<file path="src/rtl/fu_pkg.sv">
// Shared definitions for the function-unit scheduler: opcodes, flag bit positions, FSM states.
// The scheduler's optional per-requester op counters are enabled with FU_SCHED_OPCOUNT_EN.
package fu_pkg;

  localparam logic [4:0] FS_TRA   = 5'b00000;
  localparam logic [4:0] FS_INC   = 5'b00001;
  localparam logic [4:0] FS_ADD   = 5'b00010;
  localparam logic [4:0] FS_ADDC  = 5'b00011;
  localparam logic [4:0] FS_ADDNB = 5'b00100;
  localparam logic [4:0] FS_SUB   = 5'b00101;
  localparam logic [4:0] FS_DEC   = 5'b00110;
  localparam logic [4:0] FS_TRA2  = 5'b00111;
  localparam logic [4:0] FS_AND   = 5'b01000;
  localparam logic [4:0] FS_OR    = 5'b01010;
  localparam logic [4:0] FS_XOR   = 5'b01100;
  localparam logic [4:0] FS_NOT   = 5'b01110;
  localparam logic [4:0] FS_TRB   = 5'b10000;
  localparam logic [4:0] FS_SRB   = 5'b10100;
  localparam logic [4:0] FS_SLB   = 5'b11000;

  // Bit positions inside the {V,C,Zr,N,Il,Ir} flag vector
  localparam int FLG_V  = 5;
  localparam int FLG_C  = 4;
  localparam int FLG_ZR = 3;
  localparam int FLG_N  = 2;
  localparam int FLG_IL = 1;
  localparam int FLG_IR = 0;

  typedef enum logic [1:0] {
    ST_IDLE = 2'd0,
    ST_WAIT = 2'd1,
    ST_RESP = 2'd2
  } sched_state_t;

  // MF=1 only supports transfer/shift of B: S = 0000, 0100, 1000
  function automatic logic op_is_legal(input logic [4:0] op);
    return !op[4] || ((op[1:0] == 2'b00) && (op[3:2] != 2'b11));
  endfunction

endpackage

</file>
<file path="src/rtl/fu_rr_arbiter.sv">
// Two-way round-robin grant: on a contest the requester that did not win last time is chosen.
// Latency: purely combinational. Backpressure: none; the caller qualifies grants with its own state.
module fu_rr_arbiter (
  input  logic valid0,
  input  logic valid1,
  input  logic last_grant,
  output logic grant0,
  output logic grant1,
  output logic grant_id
);

  assign grant0   = valid0 && (!valid1 || last_grant);
  assign grant1   = valid1 && (!valid0 || !last_grant);
  assign grant_id = grant1;

endmodule

</file>
<file path="src/rtl/fu_scheduler.sv">
// Shares one function unit between two requesters (round robin); FU_SCHED_OPCOUNT_EN adds op counters.
// Latency: accept to rsp_valid is FU_LATENCY+1 cycles for legal ops, 1 cycle for illegal ops.
// Backpressure: one op in flight; no request is accepted until the response has been taken.
module fu_scheduler
  import fu_pkg::*;
#(
  parameter int DATA_W     = 16,
  parameter int FU_LATENCY = 1
) (
  input  logic              clock,
  input  logic              reset_n,
  input  logic              req0_valid,
  output logic              req0_ready,
  input  logic [4:0]        req0_op,
  input  logic [DATA_W-1:0] req0_a,
  input  logic [DATA_W-1:0] req0_b,
  input  logic              req1_valid,
  output logic              req1_ready,
  input  logic [4:0]        req1_op,
  input  logic [DATA_W-1:0] req1_a,
  input  logic [DATA_W-1:0] req1_b,
  output logic              rsp_valid,
  input  logic              rsp_ready,
  output logic              rsp_id,
  output logic [DATA_W-1:0] rsp_data,
  output logic [5:0]        rsp_flags,
  output logic              rsp_err,
  output logic [DATA_W-1:0] fu_a,
  output logic [DATA_W-1:0] fu_b,
  output logic [3:0]        fu_s,
  output logic              fu_mf,
  input  logic [DATA_W-1:0] fu_data,
  input  logic [5:0]        fu_flags,
  output logic [5:0]        status_flags,
  output logic              busy
`ifdef FU_SCHED_OPCOUNT_EN
  ,
  output logic [15:0]       op_count0,
  output logic [15:0]       op_count1
`endif
);

  sched_state_t      state, state_nxt;
  logic [1:0]        wait_cnt;
  logic              last_grant;
  logic              cur_id;
  logic              grant0, grant1, grant_id;
  logic              accept;
  logic [4:0]        acc_op;
  logic [DATA_W-1:0] acc_a, acc_b;

  fu_rr_arbiter u_arb (
    .valid0    (req0_valid),
    .valid1    (req1_valid),
    .last_grant(last_grant),
    .grant0    (grant0),
    .grant1    (grant1),
    .grant_id  (grant_id)
  );

  always_comb begin
    acc_op     = grant_id ? req1_op : req0_op;
    acc_a      = grant_id ? req1_a  : req0_a;
    acc_b      = grant_id ? req1_b  : req0_b;
    accept     = (state == ST_IDLE) && (grant0 || grant1);
    // readies are forced low while reset is asserted so every output reads 0
    req0_ready = reset_n && (state == ST_IDLE) && grant0;
    req1_ready = reset_n && (state == ST_IDLE) && grant1;
    rsp_valid  = (state == ST_RESP);
    busy       = (state != ST_IDLE);
    state_nxt  = state;
    case (state)
      ST_IDLE: if (accept) state_nxt = op_is_legal(acc_op) ? ST_WAIT : ST_RESP;
      ST_WAIT: if (wait_cnt == 2'd0) state_nxt = ST_RESP;
      ST_RESP: if (rsp_ready) state_nxt = ST_IDLE;
      default: state_nxt = ST_IDLE;
    endcase
  end

  always_ff @(posedge clock or negedge reset_n) begin
    if (!reset_n) state <= ST_IDLE;
    else          state <= state_nxt;
  end

  always_ff @(posedge clock or negedge reset_n) begin
    if (!reset_n) begin
      wait_cnt     <= 2'd0;
      last_grant   <= 1'b1;
      cur_id       <= 1'b0;
      fu_a         <= '0;
      fu_b         <= '0;
      fu_s         <= 4'd0;
      fu_mf        <= 1'b0;
      rsp_id       <= 1'b0;
      rsp_data     <= '0;
      rsp_flags    <= 6'd0;
      rsp_err      <= 1'b0;
      status_flags <= 6'd0;
    end else begin
      case (state)
        ST_IDLE: begin
          if (accept) begin
            cur_id <= grant_id;
            if (op_is_legal(acc_op)) begin
              fu_a     <= acc_a;
              fu_b     <= acc_b;
              fu_s     <= acc_op[3:0];
              fu_mf    <= acc_op[4];
              wait_cnt <= 2'(FU_LATENCY);
            end else begin
              // illegal op never reaches the unit; answer immediately with an error
              rsp_id    <= grant_id;
              rsp_data  <= '0;
              rsp_flags <= 6'd0;
              rsp_err   <= 1'b1;
            end
          end
        end
        ST_WAIT: begin
          if (wait_cnt != 2'd0) begin
            wait_cnt <= wait_cnt - 2'd1;
          end else begin
            rsp_id    <= cur_id;
            rsp_data  <= fu_data;
            rsp_flags <= fu_flags;
            rsp_err   <= 1'b0;
          end
        end
        ST_RESP: begin
          if (rsp_ready) begin
            last_grant <= rsp_id;
            if (!rsp_err) status_flags <= rsp_flags;
          end
        end
        default: ;
      endcase
    end
  end

`ifdef FU_SCHED_OPCOUNT_EN
  always_ff @(posedge clock or negedge reset_n) begin
    if (!reset_n) begin
      op_count0 <= 16'd0;
      op_count1 <= 16'd0;
    end else if (rsp_valid && rsp_ready && !rsp_err) begin
      if (rsp_id) op_count1 <= op_count1 + 16'd1;
      else        op_count0 <= op_count0 + 16'd1;
    end
  end
`endif

endmodule
</file>
<file path="config.mk">
export PLATFORM = sky130hd
export DESIGN_NAME = fu_scheduler
export DESIGN_NICKNAME = d
export VERILOG_FILES = /design/src/rtl/fu_pkg.sv /design/src/rtl/fu_rr_arbiter.sv /design/src/rtl/fu_scheduler.sv
export SDC_FILE = /design/constraint.sdc
export NUM_CORES = 1
export LEC_CHECK = 0
export ABC_CLOCK_PERIOD_IN_PS = 1660
export CAP_MARGIN = 20
export CORE_MARGIN = 8
export CORE_UTILIZATION = 35
export CTS_CLUSTER_SIZE = 16
export DETAILED_ROUTE_END_ITERATION = 7
export PLACE_DENSITY = 0.79
export SETUP_SLACK_MARGIN = 0.3
export SLEW_MARGIN = 15
export SYNTH_ARGS = -nofsm -noshare
export SYNTH_HDL_FRONTEND = slang
export SYNTH_SLANG_ARGS = --single-unit
</file>
<file path="constraint.sdc">
create_clock -name clock -period 1.66 [get_ports clock]
set_input_delay 0.166 -clock clock [delete_from_list [all_inputs] [get_ports clock]]
set_output_delay 0.166 -clock clock [all_outputs]
set_load 0.02 [all_outputs]
</file>
==> results by group, run 1 <==
Power and ir drop
  • Switching pwr: 3.860 mW
  • P per Cell Area: 1741 nW/um2
  • Switching share of total power: 39.58%
  • Lkg Pwr: 2.756 nW
  • Reg power frac: 31.9%
  • Internal power: 5.892 mW
  • Pwr Total: 9.753 mW
  • VDD IR max: 0.0007488 V
  • Gate power share: 51.8%
  • Clock power share: 16.3%

Layout
  • Filler cells: 728
  • # diodes: 0
  • Final nets: 572
  • Final Instance Count excl. Fillers: 583
  • Final core occ: 64.53%
  • Layout cell share with drive strength beyond 1: 20.21%
  • Design Area, Final: 5600 um2
  • P&R area growth vs syn: 78.90%

Global route
  • Initial antenna violation count: 0
  • GRT Residual Overflow: 0
  • GRT Util Overall: 16.76%
  • First-pass GRT wire length: 16.75 mm
  • Vias in the first global route: 3119
  • Largest net degree at the start of global routing: 43

Placed design
  • DP Cell Count: 551
  • HPWL after detailed placement: 7.658 mm
  • Placer Congestion: 0.7814
  • Area after detailed placement: 5121 um2
  • Worst slack, placed: -0.3813 ns
  • Port Buffers: 171

Floorplan
  • Initial Util: 36.07%
  • Die W: 110.6 um
  • Core area: 8678 um2
  • Die Area: 12230 um2
  • Site Rows: 34
  • I/O pins: 172
  • DIE HEIGHT: 110.6 um

Route
  • Initial DRC count: 104
  • Wire length per cell: 18.08 um
  • DR vias/cell: 4.880
  • Routed WL: 10.54 mm
  • Antenna viol nets, final: 0
  • DRC violations left: 0
  • Initial DRT Pass Iterations: 4
  • Via count: 2845

Clock network
  • TritonCTS clock tree: done
  • Clock Pin Slew Worst Setup and Hold Paths: 0.07 ns
  • CTS buffer count: 9
  • Clock Latency Late Sink: 0.35 ns
  • Root Driver: clkbuf_8
  • CTS Buffer Depth: 2
  • Clock Sinks: 73
  • Number of H-tree levels: 3

Synth
  • Top-count cell post-synth: dfrtp_1
  • Synthesized flop and latch total: 73
  • Synthesized cell area: 3131 um2
  • Warnings, synthesis: 0
  • Post-synth top area share: 57.55%
  • Post-Syn Area per Cell: 11.68 um2
  • Share of flip-flops with an asynchronous set or reset: 100.0%
  • Sequential share of the synthesized area: 58.39%
  • Top post-synthesis cells by area: dfrtp_1, mux2i_1, a22o_1, o21ai_0, nand2_1
  • Synth Instances: 268
  • Post-synthesis cell type count: 28
  • Top FF cell, synth: dfrtp_1
  • Net Count, Synth: 370
  • Synth top cells by count: dfrtp_1, nand2_1, o21ai_0
  • Yosys top cell by area: dfrtp_1
  • Post-synth EDFFs: 0

Run status
  • Status: complete, but fails checks
  • Failing checks: negative setup slack

STA
  • RSZ-0062 raised after global routing: yes
  • Post-route setup TNS: -3.581 ns
  • Final Slew Violations: 0
  • Slew @ Worst Pin: 0.4996 ns
  • Worst slew margin: 66.69%
  • Min Hold Slack: 0.4297 ns
  • Post-route minimum period: 1.785 ns
  • Fmax: 560.2 MHz
  • Final hold vios: 0
  • Crit share post-route: 107.5%
  • Final WS setup: -0.1250 ns
  • Clk_skew: 0.01006 ns
  • Finish-stage setup viols: 62

Critical path
  • CP max stage cell: dfstp_2
  • Crit-path max cell delay: 0.59 ns
  • Crit-path cells: a21boi_4 > mux2_4 > o21ai_4 > buf_12 > nand2_4 > mux2_4
  • Data arrival, critical path: 2.01 ns
  • Data required time of the critical path: 1.88 ns
  • Critical path type: reg2reg
  • Setup crit start kind: register
  • Worst Setup End Kind: register
  • Crit Path Max Fanout: 6
  • CP most frequent cell: mux2_4

Flow run
  • Max-Cap Viols: 0

Worst hold path
  • Tightest Hold Check Type: in2reg
-- cell type report --
class	count	area [um2]	area share [%]
Clock buffer	12	155.1	2.770
Clock inverter	4	75.07	1.340
Inverter	5	21.27	0.3798
Multi-Input combinational cell	173	1353	24.15
Sequential cell	73	1828	32.64
Tap cell	108	135.1	2.413
Timing Repair Buffer	208	2033	36.30
-- cell families after synthesis --
kind of cell             synth area share (%)
buffers and inverters                   3.277
AO/OA/AOI/OAI                           14.63
AND/OR/NAND/NOR                         7.514
flip-flops                              58.39
adder cells (fa/ha/maj)                0.3996
multiplexers                            15.79
-- sequential cells by signal, summed over array words and instances, names as in the netlist --
register      count
cur_id            1
fu_a             16
fu_b             16
fu_mf             1
fu_s              4
last_grant        1
rsp_data         16
rsp_err           1
rsp_flags         6
rsp_id            1
state             2
status_flags      6
wait_cnt          2
-- worst max-delay path: cells and delay by family (launching register included) --
family                 cells  cell delay (ns)
buffers and inverters      1             0.16
AND/OR/NAND/NOR            1             0.05
multiplexers               2             0.59
AO/OA/AOI/OAI              2             0.26
flip-flops                 1             0.59
-- metal layers --
| layer | global-route usage, % | vias up | wire length (um) |
|---|---|---|---|
| met2 | 29.01 | 125 | 5205 |
| met5 | 0 | - | 0 |
| met4 | 4.595 | 0 | 118 |
| met3 | 7.251 | 13 | 868 |
| met1 | 18.18 | 1352 | 4349 |
| li1 | - | 1355 | - |
-- repair_timing --
item / in CTS / in global routing
cloned: 0 / 3
setup buffers: 5 / 7
resized for setup: 120 / 37
hold endpoints to repair: 72 / 0
pin swaps: 4 / 3
hold buffers: 1 / 0
endpoints found under the setup margin: 142 / 76
-- placed cells by master (no fill, tap or decap), types with 2 or more instances in the layout --
| cell | count |
|---|---|
| dfrtp_1 | 72 |
| mux2i_1 | 36 |
| o21ai_1 | 25 |
| clkdlybuf4s50_1 | 99 |
| clkbuf_16 | 3 |
| bufinv_16 | 2 |
| o21ai_0 | 7 |
| nor2_4 | 3 |
| nand2_1 | 30 |
| nor2b_1 | 2 |
| clkinvlp_4 | 2 |
| buf_12 | 4 |
| mux2_2 | 2 |
| buf_6 | 7 |
| dlygate4sd2_1 | 66 |
| o21ai_2 | 6 |
| clkbuf_8 | 11 |
| a211oi_1 | 2 |
| nor2_1 | 2 |
| nand2_4 | 2 |
| o21ai_4 | 2 |
| inv_1 | 3 |
| a22o_1 | 22 |
| nor3_1 | 2 |
| nand2_2 | 6 |
| nand2b_4 | 2 |
| a21oi_1 | 2 |
| buf_4 | 26 |
| mux2_4 | 9 |
-- power groups by stage --
| stage | Sequential [mW] | Combinational, mW | Clock (mW) |
|---|---|---|---|
| finish | 3.11 | 5.05 | 1.59 |
| global route | 3.22 | 5.42 | 1.69 |
| CTS | 3.09 | 4.64 | 1.63 |
| detailed placement | 3.13 | 4.91 | 0 |
| global placement | 3.09 | 4.80 | 0 |
| floorplan | 4.02 | 1.49 | 0 |
-- worst paths after layout --
path	depth (start not counted)	to	startpoint	slack (ns)
max in group asynchronous	3	fu_b[2]	reset_n	0.81
max reg2reg	6	wait_cnt[0]	last_grant	-0.12
min	2	rsp_data[14]	fu_data[14]	0.43
max	6	wait_cnt[0]	last_grant	-0.12
min reg2reg	2	fu_b[6]	fu_b[6]	0.48
min in group asynchronous	3	rsp_data[9]	reset_n	0.47
Note: power is estimated with default switching activity, not from simulation.
==> run 2, diff against run 1 <==
Settings changed: RECOVER_POWER set to 50, TNS_END_PERCENT set to 5.
==> run 2 against run 1 <==
  * The run still ends with negative setup slack left
  * Core utilization fell by 0.72 points
  * Global-route usage fell by 0.58 points
  * Register-to-register slack improved by 0.09 ns
  * Fmax rose by 5.5%
  * Combinational power fell by 5.5%
  * Die area did not move
  * Critical endpoint unchanged
  * Largest power group unchanged
  * Highest routed layer unchanged
==> results by group, run 2 (synthesized netlist as in run 1, its figures left out) <==
Route
  • Initial DRC count: 61 (-41%)
  • DR vias/cell: 4.818 (-1.3%)
  • DRC violations left: 0 (unchanged)
  • Initial DRT Pass Iterations: 4 (unchanged)
  • Wire length per cell: 17.95 um (-0.71%)
  • Antenna viol nets, final: 0 (unchanged)
  • Routed WL: 10.29 mm (-2.4%)
  • Via count: 2761 (-3.0%)

STA
  • Worst slew margin: 55.90% (-11 points)
  • RSZ-0062 raised after global routing: yes
  • Clk_skew: 0.009684 ns (-0.0003731 ns)
  • Final hold vios: 0 (unchanged)
  • Post-route minimum period: 1.691 ns (-0.09384 ns)
  • Finish-stage setup viols: 3 (-95%)
  • Final WS setup: -0.03114 ns (+0.09384 ns)
  • Crit share post-route: 101.9% (-5.7 points)
  • Slew @ Worst Pin: 0.6615 ns (+0.1619 ns)
  • Final Slew Violations: 0 (unchanged)
  • Fmax: 591.3 MHz (+5.5%)
  • Min Hold Slack: 0.4233 ns (-0.006420 ns)

Floorplan
  • Site Rows: 34 (unchanged)
  • Die W: 110.6 um (unchanged)
  • DIE HEIGHT: 110.6 um (unchanged)
  • Initial Util: 36.07% (unchanged)
  • Die Area: 12230 um2 (unchanged)
  • Core area: 8678 um2 (unchanged)
  • I/O pins: 172 (unchanged)

Run status
  • Failing checks: negative setup slack
  • Status: complete, but fails checks

Global route
  • Initial antenna violation count: 0 (unchanged)
  • Vias in the first global route: 2998 (-3.9%)
  • Largest net degree at the start of global routing: 49 (+14%)
  • First-pass GRT wire length: 16.11 mm (-3.8%)
  • GRT Util Overall: 16.18% (-0.58 points)
  • GRT Residual Overflow: 0 (unchanged)

Clock network
  • Root Driver: clkbuf_8
  • CTS buffer count: 9 (unchanged)
  • CTS Buffer Depth: 2 (unchanged)
  • TritonCTS clock tree: done
  • Number of H-tree levels: 3 (unchanged)
  • Clock Pin Slew Worst Setup and Hold Paths: 0.08 ns (about the same)
  • Clock Sinks: 73 (unchanged)
  • Clock Latency Late Sink: 0.34 ns (about the same)

Critical path
  • Worst Setup End Kind: register
  • Data arrival, critical path: 1.92 ns (-0.09 ns)
  • Crit-path max cell delay: 0.55 ns (-0.04 ns)
  • Buffers & Inverters on Critical Path: 1 (unchanged)
  • Crit Reg-Reg Startpoint: last_grant
  • CP max stage cell: dfstp_2
  • Crit Path Max Fanout: 4 (-2)
  • CP most frequent cell: mux2_4
  • Worst Reg-to-Reg Cells: 6 (unchanged)
  • Reg2reg setup slack: -0.03 ns (+0.09 ns)
  • Crit-path cells: a21boi_4 > mux2_4 > o21ai_4 > buf_6 > nand2_2 > mux2_4
  • R2r endpoint: wait_cnt[0]
  • Critical path type: reg2reg
  • CP delay by family, top: multiplexers
  • Setup crit start kind: register
  • Data required time of the critical path: 1.89 ns (about the same)

Placed design
  • Port Buffers: 171 (unchanged)
  • HPWL after detailed placement: 7.455 mm (-2.7%)
  • DP Cell Count: 549 (-0.36%)
  • Worst slack, placed: -0.3785 ns (+0.002803 ns)
  • Placer Congestion: 0.7897 (+1.1%)

Layout
  • # diodes: 0 (unchanged)
  • P&R area growth vs syn: 76.90%
  • Most frequent cells in the layout: clkdlybuf4s50_1, dfrtp_1, dlygate4sd2_1
  • Layout cell share with drive strength beyond 1: 17.63% (-2.6 points)
  • Largest regs: fu_a x16, fu_b x16, rsp_data x16
  • Final nets: 563 (-1.6%)
  • Final Instance Count excl. Fillers: 573 (-1.7%)
  • Most common cell after layout, fill and taps aside: clkdlybuf4s50_1

Flow run
  • Max-Cap Viols: 0 (unchanged)

Worst hold path
  • Hold path endpoint: rsp_data[12]
  • Tightest Hold Check Type: in2reg
  • Min-Delay Startpoint: fu_data[12]
  • WHS Path Cells: 2 (unchanged)

Power and ir drop
  • P per Cell Area: 1774 nW/um2 (+1.8%)
  • VDD IR max: 0.0006736 V (-10%)
  • Pwr Total: 9.822 mW (+0.71%)
  • Lkg Pwr: 2.721 nW (-1.3%)
[run 2: final cells by class]
cell class	instances	area (um2)
Clock buffer	9	123.9
Clock inverter	6	155.1
Fill cell	718	3141
Inverter	5	21.27
Multi-Input combinational cell	173	1331
Sequential cell	73	1828
Tap cell	108	135.1
Timing Repair Buffer	199	1943
[run 2: repair_timing]
action | in CTS | in global routing
cloned | 1 | 2
gates resized for setup | 115 | 17
buffers inserted | 4 | 1
setup endpoints to repair | 141 | 75
hold endpoints to repair | 72 | 0
hold buffers | 1 | 0
pin swaps | 5 | 11
[run 2: worst max path at each step]
stage	start	end	slack, ns	cells past startpoint
after floorplan	last_grant	rsp_id	0.04	5
after global placement	req0_valid	rsp_data[4]	-0.30	7
after detailed placement	req0_valid	fu_a[7]	-0.38	6
after CTS	last_grant	fu_b[12]	-0.03	7
after global routing	last_grant	wait_cnt[0]	-0.09	6
final	last_grant	wait_cnt[0]	-0.03	6
[run 2: worst register-to-register path: stages, from the launching register on]
cell,delay [ns]
dfstp_2,0.55
a21boi_4,0.07
mux2_4,0.34
o21ai_4,0.16
buf_6,0.15
nand2_2,0.06
mux2_4,0.26
[run 2: routing by layer]
| layer | global-route usage [%] | part of all wire [%] |
|---|---|---|
| met5 | 0 | 0 |
| met2 | 28.14 | 53 |
| met3 | 5.303 | 6.3 |
| met1 | 17.45 | 39 |
| met4 | 7.207 | 2.3 |
[run 2: where the power goes]
group          leakage (nW)  switching [mW]  internal [mW]
Clock                 0.139           0.674           1.29
Sequential            0.935           0.467           2.61
Combinational          1.65            2.60           2.17
[run 2: metrics by stage]
step	instance area, um2	setup TNS (ns)	utilization, %
floorplan	3167	0	-
global placement	5091	-18.51	58.66
detailed placement	5091	-21.24	58.66
CTS	5428	-0.6886	62.54
global route	5538	-2.062	63.81
finish	5538	-0.03459	63.81
